==> config.mk <==
export PLATFORM = sky130hd
export DESIGN_NAME = decode_stage
export DESIGN_NICKNAME = d
export VERILOG_FILES = /design/src/rtl/riscv_pkg.sv /design/src/rtl/imm_gen.sv /design/src/rtl/decode_stage.sv
export SDC_FILE = /design/constraint.sdc
export NUM_CORES = 1
export LEC_CHECK = 0
export BUFFER_PORTS_ARGS = -buffer_cell sky130_fd_sc_hd__buf_2
export CORE_ASPECT_RATIO = 0.8
export CORE_MARGIN = 2
export CORE_UTILIZATION = 30
export CTS_CLUSTER_DIAMETER = 150
export DETAILED_ROUTE_END_ITERATION = 8
export PLACE_DENSITY = 0.58
export SKIP_LAST_GASP = 1
export SYNTH_ARGS = -nofsm -noshare
export SYNTH_HDL_FRONTEND = slang
export SYNTH_HIERARCHICAL = 1
export SYNTH_SLANG_ARGS = --single-unit
==> constraint.sdc <==
create_clock -name clk_i -period 3.3 [get_ports clk_i]
set_clock_uncertainty 0.1 [all_clocks]
set_input_delay 0.33 -clock clk_i [delete_from_list [all_inputs] [get_ports clk_i]]
set_output_delay 0.33 -clock clk_i [all_outputs]
set_load 0.03 [all_outputs]
==> src/rtl/riscv_pkg.sv <==
`default_nettype none
// =============================================================================
// riscv_pkg : RV32 opcodes, instruction-format enum and ID/EX payload type
// Rev 1.0
// =============================================================================
package riscv_pkg;

  localparam int XLEN = 32;

  localparam logic [6:0] c_OPC_LUI    = 7'b0110111;
  localparam logic [6:0] c_OPC_AUIPC  = 7'b0010111;
  localparam logic [6:0] c_OPC_JAL    = 7'b1101111;
  localparam logic [6:0] c_OPC_JALR   = 7'b1100111;
  localparam logic [6:0] c_OPC_BRANCH = 7'b1100011;
  localparam logic [6:0] c_OPC_LOAD   = 7'b0000011;
  localparam logic [6:0] c_OPC_STORE  = 7'b0100011;
  localparam logic [6:0] c_OPC_OPIMM  = 7'b0010011;
  localparam logic [6:0] c_OPC_OP     = 7'b0110011;
  localparam logic [6:0] c_OPC_SYSTEM = 7'b1110011;

  typedef enum logic [2:0] {
    FMT_R = 3'd0,
    FMT_I = 3'd1,
    FMT_S = 3'd2,
    FMT_B = 3'd3,
    FMT_U = 3'd4,
    FMT_J = 3'd5
  } fmt_e;

  typedef struct packed {
    logic [XLEN-1:0] pc;
    logic [XLEN-1:0] op1;
    logic [XLEN-1:0] op2;
    logic [XLEN-1:0] imm;
    logic [4:0]      rd;
    logic [6:0]      opcode;
    logic [2:0]      funct3;
    logic            funct7b5;
    logic            is_load;
    logic            we;
    logic            illegal;
  } idex_t;

endpackage
`default_nettype wire

==> src/rtl/imm_gen.sv <==
`default_nettype none
// =============================================================================
// imm_gen : sign-extended immediate for the I/S/B/U/J formats, zero for R
// Rev 1.0
// =============================================================================
module imm_gen
  import riscv_pkg::*;
(
  input  logic [31:0] instr_i,
  input  fmt_e        fmt_i,
  output logic [31:0] imm_o
);

  // Opcode bits never contribute to an immediate.
  logic w_unused;
  assign w_unused = ^instr_i[6:0];

  always_comb begin
    imm_o = '0;
    case (fmt_i)
      FMT_I:   imm_o = {{20{instr_i[31]}}, instr_i[31:20]};
      FMT_S:   imm_o = {{20{instr_i[31]}}, instr_i[31:25], instr_i[11:7]};
      FMT_B:   imm_o = {{19{instr_i[31]}}, instr_i[31], instr_i[7], instr_i[30:25],
                        instr_i[11:8], 1'b0};
      FMT_U:   imm_o = {instr_i[31:12], 12'b0};
      FMT_J:   imm_o = {{11{instr_i[31]}}, instr_i[31], instr_i[19:12], instr_i[20],
                        instr_i[30:21], 1'b0};
      default: imm_o = '0;
    endcase
  end

endmodule
`default_nettype wire

==> src/rtl/decode_stage.sv <==
`default_nettype none
// =============================================================================
// decode_stage : RV32 decode with ID/EX register, writeback bypass, load-use stall
// Rev 1.0
// =============================================================================
module decode_stage #(
  parameter int XLEN = 32
) (
  input  logic            clk_i,
  input  logic            rst_ni,
  input  logic            if_valid_i,
  input  logic [31:0]     if_instr_i,
  input  logic [XLEN-1:0] if_pc_i,
  output logic            id_ready_o,
  input  logic            ex_ready_i,
  input  logic            flush_i,
  output logic [4:0]      rf_rn1_o,
  output logic [4:0]      rf_rn2_o,
  input  logic [XLEN-1:0] rf_val1_i,
  input  logic [XLEN-1:0] rf_val2_i,
  input  logic            wb_we_i,
  input  logic [4:0]      wb_wn_i,
  input  logic [XLEN-1:0] wb_data_i,
  output logic            ex_valid_o,
  output logic [XLEN-1:0] ex_pc_o,
  output logic [XLEN-1:0] ex_op1_o,
  output logic [XLEN-1:0] ex_op2_o,
  output logic [XLEN-1:0] ex_imm_o,
  output logic [4:0]      ex_rd_o,
  output logic [6:0]      ex_opcode_o,
  output logic [2:0]      ex_funct3_o,
  output logic            ex_funct7b5_o,
  output logic            ex_is_load_o,
  output logic            ex_we_o,
  output logic            ex_illegal_o
);
  import riscv_pkg::*;

  logic [6:0]      w_opcode;
  logic [4:0]      w_rs1, w_rs2, w_rd;
  logic [2:0]      w_funct3;
  fmt_e            w_fmt;
  logic            w_legal, w_use_rs1, w_use_rs2, w_no_wb;
  logic [XLEN-1:0] w_op1, w_op2, w_imm;
  logic            w_load_use;
  idex_t           w_idex;
  idex_t           idex_d, idex_q;
  logic            valid_d, valid_q;

  assign w_opcode = if_instr_i[6:0];
  assign w_rd     = if_instr_i[11:7];
  assign w_funct3 = if_instr_i[14:12];
  assign w_rs1    = if_instr_i[19:15];
  assign w_rs2    = if_instr_i[24:20];
  assign rf_rn1_o = w_rs1;
  assign rf_rn2_o = w_rs2;

  always_comb begin
    w_fmt     = FMT_R;
    w_legal   = 1'b1;
    w_use_rs1 = 1'b0;
    w_use_rs2 = 1'b0;
    w_no_wb   = 1'b0;
    case (w_opcode)
      c_OPC_LUI, c_OPC_AUIPC: w_fmt = FMT_U;
      c_OPC_JAL:              w_fmt = FMT_J;
      c_OPC_JALR, c_OPC_LOAD, c_OPC_OPIMM: begin
        w_fmt     = FMT_I;
        w_use_rs1 = 1'b1;
      end
      c_OPC_BRANCH: begin
        w_fmt     = FMT_B;
        w_use_rs1 = 1'b1;
        w_use_rs2 = 1'b1;
        w_no_wb   = 1'b1;
      end
      c_OPC_STORE: begin
        w_fmt     = FMT_S;
        w_use_rs1 = 1'b1;
        w_use_rs2 = 1'b1;
        w_no_wb   = 1'b1;
      end
      c_OPC_OP: begin
        w_use_rs1 = 1'b1;
        w_use_rs2 = 1'b1;
      end
      c_OPC_SYSTEM: begin
        // Only the register forms of CSRRW/CSRRS/CSRRC read rs1.
        w_fmt     = FMT_I;
        w_use_rs1 = !w_funct3[2] && (w_funct3[1:0] != 2'b00);
        w_no_wb   = 1'b1;
      end
      default: w_legal = 1'b0;
    endcase
  end

  imm_gen u_imm_gen (
    .instr_i (if_instr_i),
    .fmt_i   (w_fmt),
    .imm_o   (w_imm)
  );

  // A same-cycle writeback is newer than the register-file read.
  assign w_op1 = (w_rs1 == 5'd0) ? '0 :
                 (wb_we_i && (wb_wn_i == w_rs1)) ? wb_data_i : rf_val1_i;
  assign w_op2 = (w_rs2 == 5'd0) ? '0 :
                 (wb_we_i && (wb_wn_i == w_rs2)) ? wb_data_i : rf_val2_i;

  assign w_load_use = valid_q && idex_q.is_load && (idex_q.rd != 5'd0) &&
                      ((w_use_rs1 && (w_rs1 == idex_q.rd)) ||
                       (w_use_rs2 && (w_rs2 == idex_q.rd)));

  assign id_ready_o = flush_i || ((!valid_q || ex_ready_i) && !w_load_use);

  always_comb begin
    w_idex          = '0;
    w_idex.pc       = if_pc_i;
    w_idex.op1      = w_op1;
    w_idex.op2      = w_op2;
    w_idex.imm      = w_imm;
    w_idex.rd       = w_rd;
    w_idex.opcode   = w_opcode;
    w_idex.funct3   = w_funct3;
    w_idex.funct7b5 = if_instr_i[30];
    w_idex.is_load  = (w_opcode == c_OPC_LOAD);
    w_idex.we       = w_legal && !w_no_wb && (w_rd != 5'd0);
    w_idex.illegal  = !w_legal;
  end

  always_comb begin
    idex_d  = idex_q;
    valid_d = valid_q;
    if (flush_i) begin
      valid_d = 1'b0;
    end else if (if_valid_i && id_ready_o) begin
      valid_d = 1'b1;
      idex_d  = w_idex;
    end else if (ex_ready_i) begin
      valid_d = 1'b0;
    end
  end

  always_ff @(posedge clk_i or negedge rst_ni) begin
    if (!rst_ni) begin
      valid_q <= 1'b0;
      idex_q  <= '0;
    end else begin
      valid_q <= valid_d;
      idex_q  <= idex_d;
    end
  end

  assign ex_valid_o    = valid_q;
  assign ex_pc_o       = idex_q.pc;
  assign ex_op1_o      = idex_q.op1;
  assign ex_op2_o      = idex_q.op2;
  assign ex_imm_o      = idex_q.imm;
  assign ex_rd_o       = idex_q.rd;
  assign ex_opcode_o   = idex_q.opcode;
  assign ex_funct3_o   = idex_q.funct3;
  assign ex_funct7b5_o = idex_q.funct7b5;
  assign ex_is_load_o  = idex_q.is_load;
  assign ex_we_o       = idex_q.we;
  assign ex_illegal_o  = idex_q.illegal;

endmodule
`default_nettype wire

==> results.py, run 1 <==
metrics = {
    "timing": {
        "slew_viol_final": 0,
        "rsz0062_at_grt": "no",
        "setup_violations": 0,
        "tns_ps": 0,
        "fmaxAchievable_mhz": 344,
        "slew_headroom_pct": 44.6,
        "finalCritPeriodShare_pct": 88.2,
        "worstMarginPinSlew_ps": 831,
        "min_period_ps": 2910,
        "hold_viol": 0,
        "fin_ws_ps": 391,
    },
    "global_route": {
        "grt_pass1_vias": 6844,
        "grt_pass1_wl_um": 39600,
        "grt_max_degree": 81,
        "grt_overflow_total": 0,
        "antenna_found_initial": 3,
        "track_usage_pct": 19.2,
    },
    "yosys": {
        "synth_edf_count": 0,
        "syn-num-nets": 862,
        "async_reset_ff_share_pct": 100,
        "synth_area_mm2": 0.00770,
        "avgSynthCellArea_um2": 11.1,
        "ys_warn_count": 6,
        "ys_seq_area_share_pct": 48.1,
        "synth_flop_cell": "dfrtp_1",
        "synth_cell_types": 47,
        "synth_cells": 691,
        "ys_ff_latch": 148,
    },
    "critical_path": {
        "critPathCapture": "ex_pc_o[10]",
        "cp.arrival_ps": 3120,
        "critical_path_class": "flop to flop",
        "startpoint": "ex_rd_o[1]",
        "cp-end-kind": "flop",
        "r2r_slack_ps": 390,
        "setup.worst_path.start_class": "flop",
        "r2r.worst_path.cells": 6,
        "r2r_end": "ex_pc_o[10]",
        "critPathRequiredTime_ps": 3510,
        "worstReg2RegStart": "ex_rd_o[1]",
        "path_max_fanout": 50,
    },
    "floorplan": {
        "die_width_um": 183,
        "core-area_mm2": 0.0252,
        "die_area_mm2": 0.0270,
        "pin_count": 330,
        "start_util_pct": 30.5,
        "fp-row-count": 52,
        "die_h_um": 147,
    },
    "finish": {
        "drive_gt1_share_pct": 53.4,
        "area_growth_syn_to_layout_pct": 32.6,
        "layout.nets": 1160,
    },
    "place": {
        "port_buffers": 329,
        "dp_hpwl_um": 18700,
        "place.gp.congestion": 0.828,
        "dp_slack_ps": 422,
    },
    "hold_path": {
        "hold_path_class": "primary input to flop",
        "hold_start": "if_pc_i[0]",
        "whs_path_depth": 2,
    },
    "drt": {
        "antenna_left": 0,
        "vias": 6716,
        "drt-wirelength-per-cell_um": 19.5,
        "drc": 0,
        "drt_first_pass_iters": 5,
        "drt_iter0_markers": 335,
        "via_per_inst": 5.05,
        "drt-total-wl_um": 25900,
    },
    "clocking": {
        "clockRootBuffer": "clkbuf_16",
        "insertion_delay_ps": 430,
        "h-tree-depth": 4,
        "ctsLongestPathBuffers": 2,
        "cts_setup_buffers": 0,
        "numCtsBuffers": 17,
        "ctsHoldBuffers": 1,
        "cts.sinks": 148,
        "clk_pin_slew_ps": 70,
        "cts.repair.resized": 0,
        "cts_tree": "built",
    },
    "power_and_ir_drop": {
        "power_leakage_uw": 0.00472,
        "p_per_area_mw_per_mm2": 575,
        "peakVddDrop_mv": 0.366,
    },
    "job": {
        "maxCapViolCount": 0,
    },
    "run_status": {
        "status": "finished, final reports clean",
    },
}
==> power by group <==
part | internal [µW] | switching (µW)
clock | 1220 | 843
sequential | 2070 | 142
combinational | 563 | 1030
==> worst max-delay path, stage by stage, from the launching register on <==
cell and delay, ps:
dfrtp_1 430, or4_1 530, o2111ai_1 270, nor4_1 150
nor4b_4 550, buf_12 330, mux2_2 390
==> metrics by stage <==
| stage | instances | area, µm² | total power [µW] | utilization [%] | hold slack (ps) |
|---|---|---|---|---|---|
| final | 1330 | 10200 | 5870 | 40.4 | 31.7 |
| after global routing | 1328 | 10200 | 6160 | 40.4 | 10.4 |
| after CTS | 1326 | 10200 | 5950 | 40.4 | 3.37 |
| after detailed placement | 1293 | 9570 | 3850 | 37.9 | 339 |
| after global placement | 1293 | 9570 | 3830 | 37.9 | 336 |
| after floorplan | 691 | 7700 | 3250 | - | -65.6 |
==> cell type report <==
cell class / count / area (µm²)
fill: 2554 / 15000
sequential: 148 / 3700
multi-input combinational: 467 / 3590
timing repair buffer: 350 / 1860
clock buffer: 19 / 443
tap: 324 / 405
clock inverter: 13 / 170
inverter: 5 / 18.8
antenna: 4 / 10.0
==> registers in the layout (all words and copies together), names as in the netlist <==
register / cells
ex_op2_o: 32
ex_is_load_o: 1
ex_funct3_o: 3
ex_rd_o: 5
ex_op1_o: 32
ex_illegal_o: 1
ex_valid_o: 1
ex_pc_o: 32
ex_we_o: 1
ex_funct7b5_o: 1
ex_imm_o: 32
ex_opcode_o: 7
==> logic make-up (layout without fill, tap and decap cells) <==
kind of cell / count (synthesis) / count (layout) / share of synthesized area [%]
simple gates: 138 / 138 / 10.9
other cells: 0 / 4 / 0
mux: 149 / 149 / 21.7
flops: 148 / 148 / 48.1
buf+inv: 76 / 387 / 5.33
compound gates: 159 / 159 / 11.5
xor+xnor: 21 / 21 / 2.39
==> per-layer routing <==
layer	up-vias	global-route usage, %	share of wire [%]
met1	3292	25.4	45
met2	288	29.7	45
li1	3104	-	-
met5	-	0	0.062
met3	30	6.32	8.1
met4	2	6.04	1.7
==> worst min-delay path by stage <==
stage                endpoint  slack, ps
2_1_floorplan  ex_funct3_o[0]        -70
3_3_place_gp       ex_pc_o[5]        340
3_5_place_dp       ex_pc_o[0]        340
4_1_cts            ex_pc_o[0]          3
5_1_grt            ex_pc_o[9]         10
6_report           ex_pc_o[0]         30
==> cell usage after synthesis, drive strengths merged (2+ instances only) <==
cell | count | area share [%]
and4 | 2 | 0.23
nand2 | 8 | 0.39
and2 | 2 | 0.16
o21ai | 64 | 4.2
inv | 5 | 0.24
mux2 | 146 | 21
a211oi | 3 | 0.29
xnor2 | 20 | 2.3
nand3 | 77 | 5.0
nand3b | 4 | 0.39
buf | 34 | 3.3
clkbuf | 37 | 1.8
o2bb2ai | 9 | 1.0
a21oi | 68 | 4.4
nand4bb | 12 | 1.8
nor4 | 2 | 0.16
nor2b | 3 | 0.28
a22o | 3 | 0.34
nand2b | 3 | 0.24
nand4 | 5 | 0.41
or4 | 4 | 0.39
nor2 | 7 | 0.37
dfrtp | 148 | 48
a21boi | 6 | 0.59
mux2i | 3 | 0.39
==> cells in the final DEF, fill, tap and decap left out, drive strengths merged, types with 6 or more instances in the layout <==
cell type    n
buf        349
dfrtp      148
mux2       146
nand3       77
a21oi       68
o21ai       64
xnor2       20
clkbuf      19
nand4bb     12
o2bb2ai      9
inv          9
nand2        8
nor2         7
a21boi       6
clkinv       6
Note: power is estimated with default switching activity, not from simulation.
==> run 2, diff against run 1 <==
- ABC_AREA: default -> 1
- PLACE_DENSITY: 0.58 -> 0.57
- SKIP_CTS_REPAIR_TIMING: default -> 1
- clock period: 3.3 -> 2.92 ns (I/O delays scaled with it)
==> run 2 against run 1 <==
Compared with the run above: routed wire length is 20% higher; area after synthesis rose by 11%; first-iteration DRC count rose by 98%; combinational power hardly changed; highest routed layer unchanged; largest cell class is now multi-input combinational cells; global-route usage up 1.4 points.
==> results.py, run 2 <==
metrics = {
    "run_status": {
        "status": "finished, final reports clean",
    },
    "global_route": {
        "grt_pass1_wl_um": 47700,
        "gr-usage-met3_pct": 5.17,
        "grt_overflow_total": 0,
        "met2_usage_pct": 30.6,
        "track_usage_pct": 20.6,
        "top_usage_layer": "met2",
        "antenna_found_initial": 4,
        "grt_max_degree": 103,
        "grtUsageMet1_pct": 29.0,
        "grt_pass1_vias": 8370,
    },
    "yosys": {
        "avgSynthCellArea_um2": 6.85,
        "synth_cell_types": 24,
        "synth_area_leaders": "dfrtp_1 (43%), nand2_1 (22%), nand4_1 (11%)",
        "async_reset_ff_share_pct": 100,
        "synth_edf_count": 0,
        "synth_cells": 1248,
        "ys_ff_latch": 148,
        "synth_commonest_cells": "nand2_1 (501), nor2_1 (162), nand4_1 (154)",
        "synth.top_cell.area_share_pct": 43.3,
        "yosysTopAreaCell": "dfrtp_1",
        "synth_flop_cell": "dfrtp_1",
        "ys_seq_area_share_pct": 43.3,
        "synth.most_common_cell": "nand2_1",
        "ys_warn_count": 6,
        "syn-num-nets": 1419,
        "synth_area_mm2": 0.00855,
    },
    "drt": {
        "drt_first_pass_iters": 7,
        "via_per_inst": 4.77,
        "drt-total-wl_um": 31100,
        "vias": 9081,
        "drc": 0,
        "antenna_left": 0,
        "drt-wirelength-per-cell_um": 16.4,
        "drt_iter0_markers": 664,
    },
    "critical_path": {
        "path_max_fanout": 5,
        "r2r_slack_ps": 930,
        "setup.worst_path.start_class": "flop",
        "cp_slowest_cell": "dfrtp_1",
        "cp-end-kind": "output port",
        "cp.arrival_ps": 1820,
        "cp_common_cell": "nand2_1",
        "critPathMaxStageDelay_ps": 430,
        "critical_path_class": "flop to output port",
        "critPathRequiredTime_ps": 2530,
        "crit_chain": "inv_1 -> nand2_1 -> nand2_1 -> nor2_1 -> nand2_1 -> nor2_1 -> nand2_1 -> nand2_1 -> a21boi_0 -> buf_2",
    },
    "floorplan": {
        "pin_count": 330,
        "start_util_pct": 30.4,
        "die_width_um": 193,
        "die_h_um": 155,
        "die_area_mm2": 0.0299,
        "fp-row-count": 55,
        "core-area_mm2": 0.0281,
    },
    "power_and_ir_drop": {
        "fin_total_pwr_uw": 6350,
        "p_sw_share_pct": 36.0,
        "power_leakage_uw": 0.00686,
        "p_int_uw": 4060,
        "power_frac_clock_pct": 36.1,
        "p_comb_share_pct": 25.5,
        "p_switching_uw": 2290,
        "p_per_area_mw_per_mm2": 576,
        "peakVddDrop_mv": 0.371,
        "seq_power_share_pct": 38.5,
    },
    "clocking": {
        "clk_pin_slew_ps": 70,
        "insertion_delay_ps": 430,
        "h-tree-depth": 4,
        "ctsLongestPathBuffers": 2,
        "cts_tree": "built",
        "clockRootBuffer": "clkbuf_16",
        "cts.sinks": 148,
        "numCtsBuffers": 17,
    },
    "finish": {
        "layout_commonest_cell": "nand2_1",
        "fin_cells": 1902,
        "post-route-util_pct": 39.2,
        "area_growth_syn_to_layout_pct": 29.0,
        "layout.nets": 1689,
        "mostFrequentLayoutCells": "nand2_1 (501), buf_2 (328), nor2_1 (161)",
        "drive_gt1_share_pct": 25.7,
    },
    "timing": {
        "worstMarginPinSlew_ps": 799,
        "fmaxAchievable_mhz": 452,
        "tns_ps": 0,
        "setup_violations": 0,
        "slew_headroom_pct": 46.5,
        "min_period_ps": 2210,
        "slew_viol_final": 0,
        "finalCritPeriodShare_pct": 75.8,
        "hold_viol": 0,
        "rsz0062_at_grt": "no",
    },
    "job": {
        "maxCapViolCount": 0,
    },
    "place": {
        "place.gp.congestion": 0.841,
        "dp_hpwl_um": 21400,
        "port_buffers": 329,
        "dpl.cell_count": 1863,
    },
    "hold_path": {
        "hold_path_class": "primary input to flop",
    },
}
==> run 2: changes by cell type in the layout (fill, tap and decap cells not counted), moves of 9 or more <==
cell	change
nand2_1	+493
o21ai_0	-60
a21oi_1	-66
nand3_1	-27
inv_1	+96
nand4_1	+149
xnor2_1	-20
o2bb2ai_1	-9
mux2_2	-146
nor2_1	+157
nand4bb_1	-12
==> run 2: power by group through the flow <==
| stage | registers, µW | clock network, µW | logic, µW |
|---|---|---|---|
| 6_report | 2440 | 2290 | 1620 |
| 5_1_grt | 2470 | 2460 | 1770 |
| 4_1_cts | 2440 | 2370 | 1630 |
| 3_5_place_dp | 2480 | 0 | 1630 |
| 3_3_place_gp | 2470 | 0 | 1610 |
| 2_1_floorplan | 2970 | 0 | 506 |
==> run 2: critical path: cells and delay by family, from the launching register on <==
family                 cells  cell delay (ps)
AND/OR/NAND/NOR            7              560
flip-flops                 1              430
buffers and inverters      2              300
AO/OA/AOI/OAI              1              100
==> run 2: path summary, 6_finish.rpt <==
| kind | cells past startpoint | from | endpoint |
|---|---|---|---|
| setup / recovery | 10 | ex_rd_o[1] | id_ready_o |
| hold / removal | 3 | if_pc_i[18] | ex_pc_o[18] |
| setup reg to reg | 12 | ex_rd_o[1] | ex_rd_o[0] |
| hold reg to reg | 2 | ex_imm_o[23] | ex_imm_o[23] |
| max in group asynchronous | 3 | rst_ni | ex_imm_o[17] |
| min in group asynchronous | 2 | rst_ni | ex_op2_o[17] |
==> run 2: layer usage <==
| layer | routed length (µm) | vias to the layer above |
|---|---|---|
| met5 | 27 | - |
| met4 | 848 | 4 |
| met3 | 2290 | 52 |
| met2 | 13800 | 302 |
| met1 | 14200 | 4238 |
| li1 | - | 4485 |
==> run 2: kinds of logic after synthesis <==
family,after synthesis,share of synthesized area [%]
AO/OA/AOI/OAI,11,0.761
XOR/XNOR,1,0.102
buffers and inverters,209,11.6
flip-flops,148,43.3
AND/OR/NAND/NOR,879,44.3
==> run 2: layout make-up <==
cell class | instances | area [µm²]
fill | 3038 | 17100
multi-input combinational | 891 | 3890
sequential | 148 | 3700
timing repair buffer | 353 | 1970
tap | 370 | 463
clock buffer | 17 | 425
inverter | 107 | 402
clock inverter | 14 | 173
antenna | 2 | 5.00
==> run 2: per-stage QoR <==
step | instance area, µm² | worst slack, ps | hold slack [ps]
final | 11000 | 706 | 1.08
after global routing | 11000 | 544 | 0.00733
after CTS | 11000 | 682 | -368
after detailed placement | 10400 | 508 | 104
after global placement | 10400 | 584 | 104
after floorplan | 8550 | 736 | -104
==> run 3, diff against run 2 <==
- PLACE_DENSITY: 0.57 -> 0.58
- clock period: 2.92 -> 1.85 ns (I/O delays scaled with it)
==> run 3 against run 2 <==
Compared with the run above: critical path type is now flop to flop; utilization rose by 5.3 points; via count rose by 9.4%; critical path depth rose by 4; cell count rose by 6.0%; first-iteration DRC count rose by 20%; sequential share of layout area fell by 4.0 points; clock-buffer cell count did not move; non-clock buffer count rose by 112; worst setup slack got worse by 930 ps; the run now ends with setup timing left.
==> results.py, run 3 (synthesized netlist as in run 2, its figures left out) <==
metrics = {
    "run_status": {
        "status": "finished with violations",
        "violations": "setup timing",
    },
    "drt": {
        "antenna_left": 0,
        "drt_first_pass_iters": 5,
        "drc": 0,
        "vias": 9936,
        "drt-total-wl_um": 35100,
        "via_per_inst": 4.93,
        "drt_iter0_markers": 797,
        "drt-wirelength-per-cell_um": 17.4,
    },
    "global_route": {
        "antenna_found_initial": 4,
        "track_usage_pct": 20.9,
        "grt_pass1_vias": 8790,
        "grt_overflow_total": 0,
        "grt_pass1_wl_um": 49300,
        "grt_max_degree": 82,
    },
    "floorplan": {
        "die_h_um": 155,
        "die_area_mm2": 0.0299,
        "die_width_um": 193,
        "fp-row-count": 55,
        "start_util_pct": 30.4,
        "pin_count": 330,
        "core-area_mm2": 0.0281,
    },
    "critical_path": {
        "cp_common_cell": "nand2_1",
        "crit_chain": "inv_1 -> nand2_1 -> nand4_1 -> nor2_1 -> nand2_1 -> nand2_2 -> buf_4 -> nand2_8 -> nand3_4 -> buf_12 -> buf_4 -> buf_8 -> nand2_1 -> nand2_1",
        "path_max_fanout": 8,
        "critPathMaxStageDelay_ps": 460,
        "setup.worst_path.start_class": "flop",
        "crit_family": "buffers and inverters",
        "cp.arrival_ps": 2290,
        "critPathRequiredTime_ps": 2070,
        "critical_path_class": "flop to flop",
        "cp_slowest_cell": "dfrtp_1",
        "worst-path-buf-inv": 5,
        "cp-end-kind": "flop",
    },
    "finish": {
        "layout.nets": 1801,
        "drive_gt1_share_pct": 28.7,
        "mostFrequentLayoutCells": "nand2_1 (499), buf_2 (327), nor2_1 (161)",
        "area_growth_syn_to_layout_pct": 46.4,
        "post-route-util_pct": 44.5,
        "layout_commonest_cell": "nand2_1",
    },
    "timing": {
        "slew_headroom_pct": 38.7,
        "setup_violations": 149,
        "hold_viol": 0,
        "rsz0062_at_grt": "yes",
        "slew_viol_final": 0,
        "finalCritPeriodShare_pct": 112,
        "min_period_ps": 2070,
        "fin_ws_ps": -222,
        "worstMarginPinSlew_ps": 915,
        "fmaxAchievable_mhz": 483,
    },
    "hold_path": {
        "hold_path_class": "primary input to flop",
    },
    "clocking": {
        "h-tree-depth": 4,
        "clockRootBuffer": "clkbuf_16",
        "numCtsBuffers": 17,
        "clk_pin_slew_ps": 80,
        "ctsLongestPathBuffers": 2,
        "insertion_delay_ps": 420,
        "cts.sinks": 148,
        "cts_tree": "built",
    },
    "power_and_ir_drop": {
        "power_leakage_uw": 0.00758,
        "p_per_area_mw_per_mm2": 830,
        "fin_total_pwr_uw": 10400,
        "peakVddDrop_mv": 0.581,
    },
    "place": {
        "dp_hpwl_um": 22800,
        "port_buffers": 329,
        "place.gp.congestion": 0.874,
    },
    "job": {
        "maxCapViolCount": 0,
    },
}
## run 3: worst paths after layout
path | startpoint | to | slack (ps) | depth (start not counted)
worst max-delay path | ex_rd_o[3] | ex_pc_o[22] | -220 | 14
worst min register to register | ex_imm_o[0] | ex_imm_o[0] | 370 | 2
min in group asynchronous | rst_ni | ex_op2_o[12] | 120 | 2
max in group asynchronous | rst_ni | ex_pc_o[1] | 870 | 3
worst max register to register | ex_rd_o[3] | ex_pc_o[22] | -220 | 14
worst min-delay path | if_instr_i[4] | ex_opcode_o[4] | 6 | 3
## run 3: where the power goes
part	total [µW]	internal [µW]	leakage [µW]	switching, µW
logic	2860	971	0.00540	1890
clock network	3670	1860	0.000301	1810
registers	3860	3630	0.00188	239
## run 3: worst register-to-register path: cells and delay by family (launching register included)
| kind | cells | cell delay, ps |
|---|---|---|
| DFF | 1 | 460 |
| and+or+nand+nor | 9 | 710 |
| buffers and inverters | 5 | 710 |
## run 3: metrics by stage
stage | setup slack (ps) | cell area, µm² | setup TNS [ps] | std cells | hold WS [ps]
floorplan | 11.2 | 8560 | 0 | 1248 | -211
global placement | -210 | 10800 | -2440 | 1904 | 18.0
detailed placement | -276 | 10800 | -7990 | 1904 | 24.0
CTS | -384 | 11500 | -5720 | 1936 | -440
global route | -322 | 12500 | -35540 | 2016 | 6.81
finish | -222 | 12500 | -19870 | 2017 | 5.52
## run 3: routing by layer
metal / global-route usage [%] / part of all wire [%] / vias to the layer above / wire [µm]
met3: 3.79 / 7.7 / 54 / 2720
met5: 0 / 0.020 / - / 7
met4: 7.56 / 2.4 / 2 / 841
met1: 30.3 / 45 / 4711 / 15700
li1: - / - / 4734 / -
met2: 31.1 / 45 / 435 / 15900
## run 3: cell type report
cell class | instances | area (µm²)
diodes | 4 | 10.0
clock buffers | 17 | 425
clock inverters | 15 | 204
fillers | 2925 | 15600
inverters | 107 | 402
multi-input cells | 891 | 3910
flip-flops and latches | 148 | 3700
well taps | 370 | 463
repair buffers | 465 | 3400
